`src/rtl/bp_me_pkg.sv`:
```
// Shared types for the pending-bit write path: the write command seen by the
// pending stage, plus the arbiter's round-robin and source encodings.
package bp_me_pkg;

   // Command address width; a wider paddr_width_p is truncated into this field.
   localparam int paddr_width_gp = 40;

   typedef struct packed {
      logic [paddr_width_gp-1:0] addr;
      logic                      bypass_hash;
      logic                      up;
      logic                      down;
      logic                      clear;
   } bp_pending_w_cmd_s;

   typedef enum logic {
      e_rr_mem = 1'b0,
      e_rr_ack = 1'b1
   } bp_pending_rr_e;

   typedef enum logic [1:0] {
      e_src_none  = 2'd0,
      e_src_clear = 2'd1,
      e_src_mem   = 2'd2,
      e_src_ack   = 2'd3
   } bp_pending_src_e;

endpackage

```
`src/rtl/bsg_fifo_1r1w_small.sv`:
```
// Small register-based FIFO; ready_o reflects registered occupancy only, so
// it never depends on yumi_i in the same cycle.
module bsg_fifo_1r1w_small #(
   parameter int width_p = 8,
   parameter int els_p   = 2
) (
   input  logic               clk_i,
   input  logic               reset_i,
   input  logic               v_i,
   output logic               ready_o,
   input  logic [width_p-1:0] data_i,
   output logic               v_o,
   output logic [width_p-1:0] data_o,
   input  logic               yumi_i
);

   localparam int ptr_w_lp = (els_p > 1) ? $clog2(els_p) : 1;
   localparam int cnt_w_lp = $clog2(els_p + 1);

   logic [width_p-1:0]  mem_q [els_p];
   logic [ptr_w_lp-1:0] rd_ptr_q, rd_ptr_d;
   logic [ptr_w_lp-1:0] wr_ptr_q, wr_ptr_d;
   logic [cnt_w_lp-1:0] cnt_q, cnt_d;
   logic                enq, deq;

   function automatic logic [ptr_w_lp-1:0] ptr_inc(input logic [ptr_w_lp-1:0] p);
      return (p == ptr_w_lp'(els_p - 1)) ? '0 : p + ptr_w_lp'(1);
   endfunction

   assign ready_o = (cnt_q != cnt_w_lp'(els_p));
   assign v_o     = (cnt_q != '0);
   assign data_o  = mem_q[rd_ptr_q];

   always_comb begin
      enq      = v_i & ready_o;
      deq      = yumi_i & v_o;
      rd_ptr_d = deq ? ptr_inc(rd_ptr_q) : rd_ptr_q;
      wr_ptr_d = enq ? ptr_inc(wr_ptr_q) : wr_ptr_q;
      cnt_d    = cnt_q;
      if (enq && !deq) begin
         cnt_d = cnt_q + cnt_w_lp'(1);
      end else if (deq && !enq) begin
         cnt_d = cnt_q - cnt_w_lp'(1);
      end
   end

   always_ff @(posedge clk_i or posedge reset_i) begin
      if (reset_i) begin
         rd_ptr_q <= '0;
         wr_ptr_q <= '0;
         cnt_q    <= '0;
      end else begin
         rd_ptr_q <= rd_ptr_d;
         wr_ptr_q <= wr_ptr_d;
         cnt_q    <= cnt_d;
      end
   end

   always_ff @(posedge clk_i) begin
      if (enq) begin
         mem_q[wr_ptr_q] <= data_i;
      end
   end

endmodule

```
`src/rtl/bp_cce_hybrid_pending_release.sv`:
```
// Merges mem-done, ack-done and clear requests into a single registered
// stream of pending-bit writes (clear first, then round-robin mem/ack).
module bp_cce_hybrid_pending_release
   import bp_me_pkg::*;
#(
   parameter int paddr_width_p = paddr_width_gp,
   parameter int buf_els_p     = 2,
   parameter int stall_limit_p = 64
) (
   input  logic                     clk_i,
   input  logic                     reset_i,

   input  logic                     mem_done_v_i,
   output logic                     mem_done_ready_and_o,
   input  logic [paddr_width_p-1:0] mem_done_addr_i,
   input  logic                     mem_done_bypass_hash_i,

   input  logic                     ack_done_v_i,
   output logic                     ack_done_ready_and_o,
   input  logic [paddr_width_p-1:0] ack_done_addr_i,

   input  logic                     clear_v_i,
   output logic                     clear_ready_and_o,
   input  logic [paddr_width_p-1:0] clear_addr_i,

   output logic                     pending_w_v_o,
   input  logic                     pending_w_yumi_i,
   output logic [paddr_width_p-1:0] pending_w_addr_o,
   output logic                     pending_w_addr_bypass_hash_o,
   output logic                     pending_up_o,
   output logic                     pending_down_o,
   output logic                     pending_clear_o,

   output logic                     stall_o,
   output logic                     empty_o
);

   localparam int stall_w_lp = $clog2(stall_limit_p + 1);

   logic                     mem_fifo_v_li, mem_fifo_ready_lo, mem_fifo_v_lo, mem_fifo_yumi_li;
   logic [paddr_width_p:0]   mem_fifo_data_lo, mem_head;
   logic                     ack_fifo_v_li, ack_fifo_ready_lo, ack_fifo_v_lo, ack_fifo_yumi_li;
   logic [paddr_width_p-1:0] ack_fifo_data_lo, ack_head;

   logic                     mem_in_v, ack_in_v, mem_avail, ack_avail, clr_avail, load_en;
   logic [paddr_width_p-1:0] clr_head;
   bp_pending_src_e          sel;

   logic                     clr_v_q, clr_v_d;
   logic [paddr_width_p-1:0] clr_addr_q, clr_addr_d;
   logic                     out_v_q, out_v_d;
   bp_pending_w_cmd_s        out_q, out_d;
   bp_pending_rr_e           rr_q, rr_d;
   logic [stall_w_lp-1:0]    stall_cnt_q, stall_cnt_d;

   bsg_fifo_1r1w_small #(.width_p(paddr_width_p + 1), .els_p(buf_els_p)) mem_fifo (
      .clk_i   (clk_i),
      .reset_i (reset_i),
      .v_i     (mem_fifo_v_li),
      .ready_o (mem_fifo_ready_lo),
      .data_i  ({mem_done_bypass_hash_i, mem_done_addr_i}),
      .v_o     (mem_fifo_v_lo),
      .data_o  (mem_fifo_data_lo),
      .yumi_i  (mem_fifo_yumi_li)
   );

   bsg_fifo_1r1w_small #(.width_p(paddr_width_p), .els_p(buf_els_p)) ack_fifo (
      .clk_i   (clk_i),
      .reset_i (reset_i),
      .v_i     (ack_fifo_v_li),
      .ready_o (ack_fifo_ready_lo),
      .data_i  (ack_done_addr_i),
      .v_o     (ack_fifo_v_lo),
      .data_o  (ack_fifo_data_lo),
      .yumi_i  (ack_fifo_yumi_li)
   );

   assign mem_done_ready_and_o = mem_fifo_ready_lo;
   assign ack_done_ready_and_o = ack_fifo_ready_lo;
   assign clear_ready_and_o    = ~clr_v_q;

   // An empty source's incoming request is a candidate in its arrival cycle,
   // loading straight into the output register instead of through the buffer.
   always_comb begin
      mem_in_v  = mem_done_v_i & mem_fifo_ready_lo;
      ack_in_v  = ack_done_v_i & ack_fifo_ready_lo;
      mem_avail = mem_fifo_v_lo | mem_in_v;
      ack_avail = ack_fifo_v_lo | ack_in_v;
      clr_avail = clr_v_q | clear_v_i;
      mem_head  = mem_fifo_v_lo ? mem_fifo_data_lo : {mem_done_bypass_hash_i, mem_done_addr_i};
      ack_head  = ack_fifo_v_lo ? ack_fifo_data_lo : ack_done_addr_i;
      clr_head  = clr_v_q ? clr_addr_q : clear_addr_i;
      load_en   = ~out_v_q | pending_w_yumi_i;

      sel = e_src_none;
      if (load_en) begin
         if (clr_avail) begin
            sel = e_src_clear;
         end else if (mem_avail && (rr_q == e_rr_mem || !ack_avail)) begin
            sel = e_src_mem;
         end else if (ack_avail) begin
            sel = e_src_ack;
         end
      end

      out_v_d = out_v_q & ~pending_w_yumi_i;
      out_d   = out_q;
      rr_d    = rr_q;
      case (sel)
         e_src_clear: begin
            out_v_d = 1'b1;
            out_d   = '{addr: paddr_width_gp'(clr_head), bypass_hash: 1'b0,
                        up: 1'b0, down: 1'b0, clear: 1'b1};
         end
         e_src_mem: begin
            out_v_d = 1'b1;
            out_d   = '{addr: paddr_width_gp'(mem_head[paddr_width_p-1:0]),
                        bypass_hash: mem_head[paddr_width_p],
                        up: 1'b0, down: 1'b1, clear: 1'b0};
            rr_d    = (rr_q == e_rr_mem) ? e_rr_ack : e_rr_mem;
         end
         e_src_ack: begin
            out_v_d = 1'b1;
            out_d   = '{addr: paddr_width_gp'(ack_head), bypass_hash: 1'b0,
                        up: 1'b0, down: 1'b1, clear: 1'b0};
            rr_d    = (rr_q == e_rr_mem) ? e_rr_ack : e_rr_mem;
         end
         default: ;
      endcase

      mem_fifo_yumi_li = (sel == e_src_mem) & mem_fifo_v_lo;
      mem_fifo_v_li    = mem_in_v & ~((sel == e_src_mem) & ~mem_fifo_v_lo);
      ack_fifo_yumi_li = (sel == e_src_ack) & ack_fifo_v_lo;
      ack_fifo_v_li    = ack_in_v & ~((sel == e_src_ack) & ~ack_fifo_v_lo);

      clr_v_d    = clr_v_q;
      clr_addr_d = clr_addr_q;
      if (clr_v_q) begin
         if (sel == e_src_clear) clr_v_d = 1'b0;
      end else if (clear_v_i && sel != e_src_clear) begin
         clr_v_d    = 1'b1;
         clr_addr_d = clear_addr_i;
      end

      stall_cnt_d = '0;
      if (out_v_q && !pending_w_yumi_i) begin
         stall_cnt_d = (stall_cnt_q == stall_w_lp'(stall_limit_p))
                       ? stall_cnt_q : stall_cnt_q + stall_w_lp'(1);
      end
   end

   always_ff @(posedge clk_i or posedge reset_i) begin
      if (reset_i) begin
         clr_v_q     <= 1'b0;
         clr_addr_q  <= '0;
         out_v_q     <= 1'b0;
         out_q       <= '0;
         rr_q        <= e_rr_mem;
         stall_cnt_q <= '0;
      end else begin
         clr_v_q     <= clr_v_d;
         clr_addr_q  <= clr_addr_d;
         out_v_q     <= out_v_d;
         out_q       <= out_d;
         rr_q        <= rr_d;
         stall_cnt_q <= stall_cnt_d;
      end
   end

   assign pending_w_v_o                = out_v_q;
   assign pending_w_addr_o             = paddr_width_p'(out_q.addr);
   assign pending_w_addr_bypass_hash_o = out_q.bypass_hash;
   assign pending_up_o                 = out_q.up;
   assign pending_down_o               = out_q.down;
   assign pending_clear_o              = out_q.clear;
   assign stall_o                      = (stall_cnt_q == stall_w_lp'(stall_limit_p));
   assign empty_o = ~mem_fifo_v_lo & ~ack_fifo_v_lo & ~clr_v_q & ~out_v_q;

   // Consuming a write that is not being offered is a protocol violation.
   yumi_while_idle: assert property (@(posedge clk_i) disable iff (reset_i)
      pending_w_yumi_i |-> out_v_q);

endmodule

```
`config.mk`:
```
export PLATFORM = sky130hd
export DESIGN_NAME = bp_cce_hybrid_pending_release
export DESIGN_NICKNAME = d
export VERILOG_FILES = /design/src/rtl/bp_me_pkg.sv /design/src/rtl/bsg_fifo_1r1w_small.sv /design/src/rtl/bp_cce_hybrid_pending_release.sv
export SDC_FILE = /design/constraint.sdc
export NUM_CORES = 1
export LEC_CHECK = 0
export CAP_MARGIN = 5
export CORE_AREA = 8 8 196 198
export CTS_CLUSTER_DIAMETER = 40
export DETAILED_ROUTE_END_ITERATION = 7
export DIE_AREA = 0 0 204 206
export PLACE_DENSITY = 0.57
export RECOVER_POWER = 100
export SETUP_SLACK_MARGIN = 0.05
export SYNTH_ARGS = -nofsm -noshare
export SYNTH_HDL_FRONTEND = slang
export SYNTH_HIERARCHICAL = 1
export SYNTH_SLANG_ARGS = --single-unit
```
`constraint.sdc`:
```
create_clock -name clk_i -period 5.9 [get_ports clk_i]
set_input_delay 0.59 -clock clk_i [delete_from_list [all_inputs] [get_ports clk_i]]
set_output_delay 0.59 -clock clk_i [all_outputs]
set_load 0.02 [all_outputs]
```
==> results.cfg, run 1 <==
[run_status]
outcome = complete, but fails checks
violations = max-capacitance violations, max-slew violations

[critical_path]
reg2reg_to = ack_fifo/mem_q[0][39]
cp-start-kind = register
end_kind = register
r2r_cells = 8
crit_chain = nand2b_1 -> nand2_1 -> a21o_1 -> buf_4 -> a31oi_1 -> nand2_1 -> nor2_4 -> clkbuf_2
max_stage_delay_ns = 1.30
arrival_ns = 4.57
crit_required_ns = 6.04
critPathTopFamily = simple AND/OR/NAND/NOR gates
path_depth = 8
worst_path_max_delay_cell = nand2b_1
cp_common_cell = nand2_1
critPathKind = register to register
worstPathMaxFanout = 44
r2r_start = mem_fifo/cnt_q[0]
path_buf_inv = 2
reg2reg_slack_ns = 1.47
crit_path_end = ack_fifo/mem_q[0][39]
startpoint = mem_fifo/cnt_q[0]

[floorplan]
die_area_mm2 = 0.0420
row_count = 69
die_w_um = 204
io_pins = 177
design.core.area_mm2 = 0.0352
die_h_um = 206
start_util_pct = 35.6

[clock_network]
clkTransAtPathRegs_ns = 0.05
cts.sinks = 263
ctsHtreeMaxLevel = 2
cts_setup_buffers = 0
post_cts_resized = 0
cts_max_path_buffers = 3
cts_root_buffer = clkbuf_16
cts_inserted_buffers = 42
clock_latency_ns = 0.52
ctsHoldBuffers = 0
cts_tree = yes

[logic_synthesis]
synth_top_family_by_area = multiplexers
synth_fa_ha_area_share_pct = 0.399
synth_top_cell_by_area = edfxtp_1
synthCells = 959
synthXorXnorAreaFrac_pct = 1.12
synth-compound-area-share_pct = 13.0
ys_top_cells_by_area = edfxtp_1 (39%), dfrtp_1 (20%), mux2_4 (14%)
synth-simple-area-share_pct = 7.20
syn_area_mm2 = 0.0125
syn_nets = 1090
yosys_warnings = 6
ys_types = 42
synth_top_cell_area_share_pct = 38.8
synthMuxAreaShare_pct = 14.5
synth_seq_cells = 263
seq_area_frac_synth_pct = 59.0
avgSynthCellArea_um2 = 13.1

[cells_and_area]
fill_cells = 3235
diodes = 0
drive_above_1_share_pct = 15.6
multi_input_area_mm2 = 0.00441
fin_area_mm2 = 0.0158
syn_to_final_growth_pct = 25.7
nNetsFinal = 1243
regArea_mm2 = 0.00739

[place]
place_area_mm2 = 0.0144
io_buffer_count = 175
gp_congestion = 0.791
dp_slack_ns = 2.07
hpwlAfterDp_mm = 22.7

[global_routing]
met1_usage_pct = 22.5
grt_first_pass_wirelength_mm = 51.4
grt_pass1_vias = 8451
grt_util_met2_pct = 23.7
grt_use_met3_pct = 3.39
grt_usage_pct = 15.7
grt_overflow = 0
grt.busiest_layer = met2
grt_max_degree = 86
antenna_found_initial = 3

[routing]
vias_per_cell = 5.07
vias = 8146
dr.pass1.iters = 4
drc = 0
drt_wl_total_mm = 33.6
ant_nets = 0
dr.first_iter.drc_count = 747
wl_per_cell_um = 20.9

[power]
power_leakage_nw = 6.19
finalPower_mw = 7.96
peakVddDrop_mv = 0.291
powerDensity_mw_per_mm2 = 505

[run]
maxCapViolCount = 5

[worst_hold_path]
min_path_type = register to register
hold_depth = 1

[timing]
whs_ns = 0.486
setup_viol_count_final = 0
tightest_slew_ns = 2.74
worst_slack_ns = 1.47
rsz0062_at_grt = no
relSlewSlack_pct = -83.9
setup_tns_ns = 0
finalHoldViolCount = 0
min_period_ns = 4.43
fmax_mhz = 226
skew_ns = 0.0136
drv_slew = 196
fin_crit_sh_pct = 75.0
## logic make-up after synthesis
family | count (synthesis)
xor+xnor | 16
buf+inv | 93
fa+ha+maj | 4
other cells | 1
compound gates | 250
mux | 122
flops | 263
simple gates | 210
## cells in the mapped netlist (all sizes together)
cell / n
nor4: 2
xnor2: 8
nor3: 1
and2b: 1
a22oi: 79
a21bo: 1
a32oi: 1
a32o: 1
a21o: 1
nand2: 130
mux2i: 1
inv: 11
dfrtp: 101
edfxtp: 162
xor2: 8
or2: 2
conb: 1
o211ai: 1
o21ai: 122
nand4: 1
nand3b: 1
a21oi: 1
a41o: 1
a31oi: 2
and3b: 1
nand2b: 4
ha: 4
nand3: 44
and3: 8
mux2: 121
clkbuf: 46
nor2: 15
a22o: 39
o22a: 1
buf: 36
## metrics by stage
step,util [%],cells
global placement,41.0,1529
detailed placement,41.0,1529
floorplan,-,959
finish,44.7,1607
global route,44.7,1607
CTS,45.2,1607
## worst min-delay path by stage
stage,from,endpoint,slack (ns)
final,clr_addr_q[3],clr_addr_q[3],0.49
after floorplan,reset_i,ack_fifo/cnt_q[0],0.36
after detailed placement,pending_w_addr_bypass_hash_o,pending_w_addr_bypass_hash_o,0.49
after global routing,pending_w_addr_bypass_hash_o,pending_w_addr_bypass_hash_o,0.50
after global placement,ack_fifo/cnt_q[1],ack_fifo/cnt_q[1],0.47
after CTS,pending_w_addr_bypass_hash_o,pending_w_addr_bypass_hash_o,0.50
## cell type report
class / instances / share of cell area (%)
clock buffers: 49 / 7.44
inverters: 11 / 0.270
multi-input cells: 603 / 28.0
clock inverters: 29 / 1.95
repair buffers: 191 / 11.7
well taps: 461 / 3.66
flip-flops and latches: 263 / 46.9
## sequential cells by signal, indices dropped and copies added (netlist names)
signal	cells
mem_fifo/mem_q	82
ack_fifo/mem_q	80
clr_addr_q	40
pending_w_addr_o	40
stall_cnt_q	7
ack_fifo/cnt_q	2
mem_fifo/cnt_q	2
ack_fifo/rd_ptr_q	1
ack_fifo/wr_ptr_q	1
clr_v_q	1
mem_fifo/rd_ptr_q	1
mem_fifo/wr_ptr_q	1
pending_clear_o	1
pending_down_o	1
pending_w_addr_bypass_hash_o	1
pending_w_v_o	1
rr_q	1
## power by group
group          internal (mW)  switching, mW
combinational           1.18           1.56
clock                   1.65          0.896
sequential              2.48          0.194
## cells in the final DEF, fill, tap and decap left out, drive strengths merged, types with 8 or more instances in the layout
cell and instances:
a22o 39, a22oi 79, and3 8, buf 12, clkbuf 54, clkdlybuf4s50 44, clkinv 14, dfrtp 101
dlygate4sd3 130, edfxtp 162, inv 15, mux2 121, nand2 130, nand3 44, nor2 15, o21ai 122
xnor2 8, xor2 8
## routing by layer
layer	vias to the layer above	wire [um]
li1	3871	-
met1	4023	15900
met2	202	15300
met3	44	1860
met4	6	614
met5	-	32
Power figures use the tool's default switching activity.
==> run 2, diff against run 1 <==
clock period = 4.4 ns   (was 5.9 ns; I/O delays follow)
==> run 2 against run 1 <==
Against the previous run:
- the flow still finishes with violations (max-capacitance violations, max-slew violations)
- count of clock-buffer cells in the layout is 1 lower
- worst setup slack got worse by 0.69 ns
- final cell count is 0.31% higher
- global-route usage is 0.42 points lower
- total power increased by 36%
- register-to-register slack worse by 0.69 ns
- largest cell class unchanged
- largest power group is now sequential cells
==> results.cfg, run 2 (synthesis results as in run 1) <==
[run_status]
outcome = complete, but fails checks
violations = max-capacitance violations, max-slew violations

[critical_path]
cp-start-kind = register
arrival_ns = 4.07
crit_chain = or2_2 -> inv_1 -> a21o_1 -> clkbuf_1 -> and3_1 -> nand2_1 -> ha_1 -> xor2_1 -> nor2_1 -> xor2_1
end_kind = register
worstPathMaxFanout = 42
max_stage_delay_ns = 1.46
cp_common_cell = xor2_1
path_buf_inv = 2
worst_path_max_delay_cell = clkbuf_1
crit_required_ns = 4.85
critPathKind = register to register
critPathTopFamily = buffers and inverters

[timing]
finalHoldViolCount = 0
skew_ns = 0.0309
setup_viol_count_final = 0
relSlewSlack_pct = -49.8
rsz0062_at_grt = no
setup_tns_ns = 0
fmax_mhz = 276
min_period_ns = 3.62
worst_slack_ns = 0.779
tightest_slew_ns = 2.25
drv_slew = 190
fin_crit_sh_pct = 82.3

[clock_network]
cts.sinks = 263
clkTransAtPathRegs_ns = 0.05
clock_latency_ns = 0.54
cts_root_buffer = clkbuf_16
ctsHtreeMaxLevel = 2
cts_inserted_buffers = 42
ctsHoldBuffers = 0
cts_max_path_buffers = 3
post_cts_resized = 0
cts_tree = yes
cts_setup_buffers = 0

[routing]
dr.pass1.iters = 5
vias = 8049
wl_per_cell_um = 20.4
drc = 0
dr.first_iter.drc_count = 625
vias_per_cell = 4.99
ant_nets = 0
drt_wl_total_mm = 32.9

[worst_hold_path]
min_path_type = input port to register

[floorplan]
io_pins = 177
row_count = 69
die_w_um = 204
die_area_mm2 = 0.0420
design.core.area_mm2 = 0.0352
die_h_um = 206
start_util_pct = 35.6

[global_routing]
grt_max_degree = 86
grt_usage_pct = 15.3
grt_pass1_vias = 8256
grt_overflow = 0
grt_first_pass_wirelength_mm = 50.0
antenna_found_initial = 5

[run]
maxCapViolCount = 5

[cells_and_area]
fin_area_mm2 = 0.0158
syn_to_final_growth_pct = 26.5
post-route-util_pct = 45.0
top_regs = mem_fifo/mem_q: 82 flops, ack_fifo/mem_q: 80 flops
top_register = mem_fifo/mem_q
fill_cells = 3236
drive_above_1_share_pct = 15.6
largest_register_ff_count = 82
nNetsFinal = 1248
final_common_cell = edfxtp_1
diodes = 0
final_cell_mix = edfxtp_1 (162), nand2_1 (130), dlygate4sd3_1 (130), o21ai_0 (122), dfrtp_1 (99)

[power]
powerDensity_mw_per_mm2 = 681
finalPower_mw = 10.8
peakVddDrop_mv = 0.380
power_leakage_nw = 6.22

[place]
dp_slack_ns = 1.12
io_buffer_count = 175
place_area_mm2 = 0.0145
hpwlAfterDp_mm = 23.0
gp_congestion = 0.789
## run 2: cell count changes in the layout (fill, tap and decap cells not counted), moves of 2 or more
cell and change:
clkbuf_16 -4, mux2_4 +2, bufinv_16 +5, clkinv_1 -2, mux2_1 -2, buf_4 -2
clkbuf_1 +9
## run 2: area by class of cell
cell class / instances / area, um2 / area share, %
clock inverter: 30 / 445 / 2.81
tap: 461 / 577 / 3.64
sequential: 263 / 7390 / 46.7
timing repair buffer: 196 / 1880 / 11.9
clock buffer: 48 / 1080 / 6.84
inverter: 11 / 42.5 / 0.268
multi-input combinational: 603 / 4430 / 27.9
## run 2: stage by stage
step,instances,hold WS (ns)
final,1612,0.311
after global routing,1612,0.314
after CTS,1612,0.275
after detailed placement,1534,0.484
after global placement,1534,0.474
after floorplan,959,0.206
## run 2: worst paths after layout
check / start / to / slack, ns / cells past startpoint
min: clear_v_i / pending_w_v_o / 0.31 / 3
min in group asynchronous: reset_i / mem_fifo/wr_ptr_q / 0.40 / 2
max: mem_fifo/cnt_q[0] / ack_fifo/cnt_q[1] / 0.78 / 10
max in group asynchronous: reset_i / stall_cnt_q[2] / 1.26 / 3
max reg2reg: mem_fifo/cnt_q[0] / ack_fifo/cnt_q[1] / 0.78 / 10
min reg2reg: clr_addr_q[13] / clr_addr_q[13] / 0.48 / 1
## run 2: metal layers
layer,routed length [um],GRT usage (%),vias up
li1,-,-,3881
met1,15500,21.3,3914
met4,737,4.60,8
met2,15000,23.5,185
met5,47,0,-
met3,1630,3.32,61
## run 2: power breakdown
| group | internal (mW) | switching, mW | leakage [nW] |
|---|---|---|---|
| clock network | 2.37 | 1.20 | 0.731 |
| logic | 1.59 | 1.90 | 2.77 |
| registers | 3.33 | 0.405 | 2.72 |
## run 2: worst reg2reg max path: cells and delay by family, from the launching register on
| kind | cells | cell delay [ns] |
|---|---|---|
| buf+inv | 2 | 1.59 |
| simple gates | 4 | 0.86 |
| flops | 1 | 0.42 |
| xor+xnor | 2 | 0.30 |
| fa+ha+maj | 1 | 0.23 |
| compound gates | 1 | 0.15 |
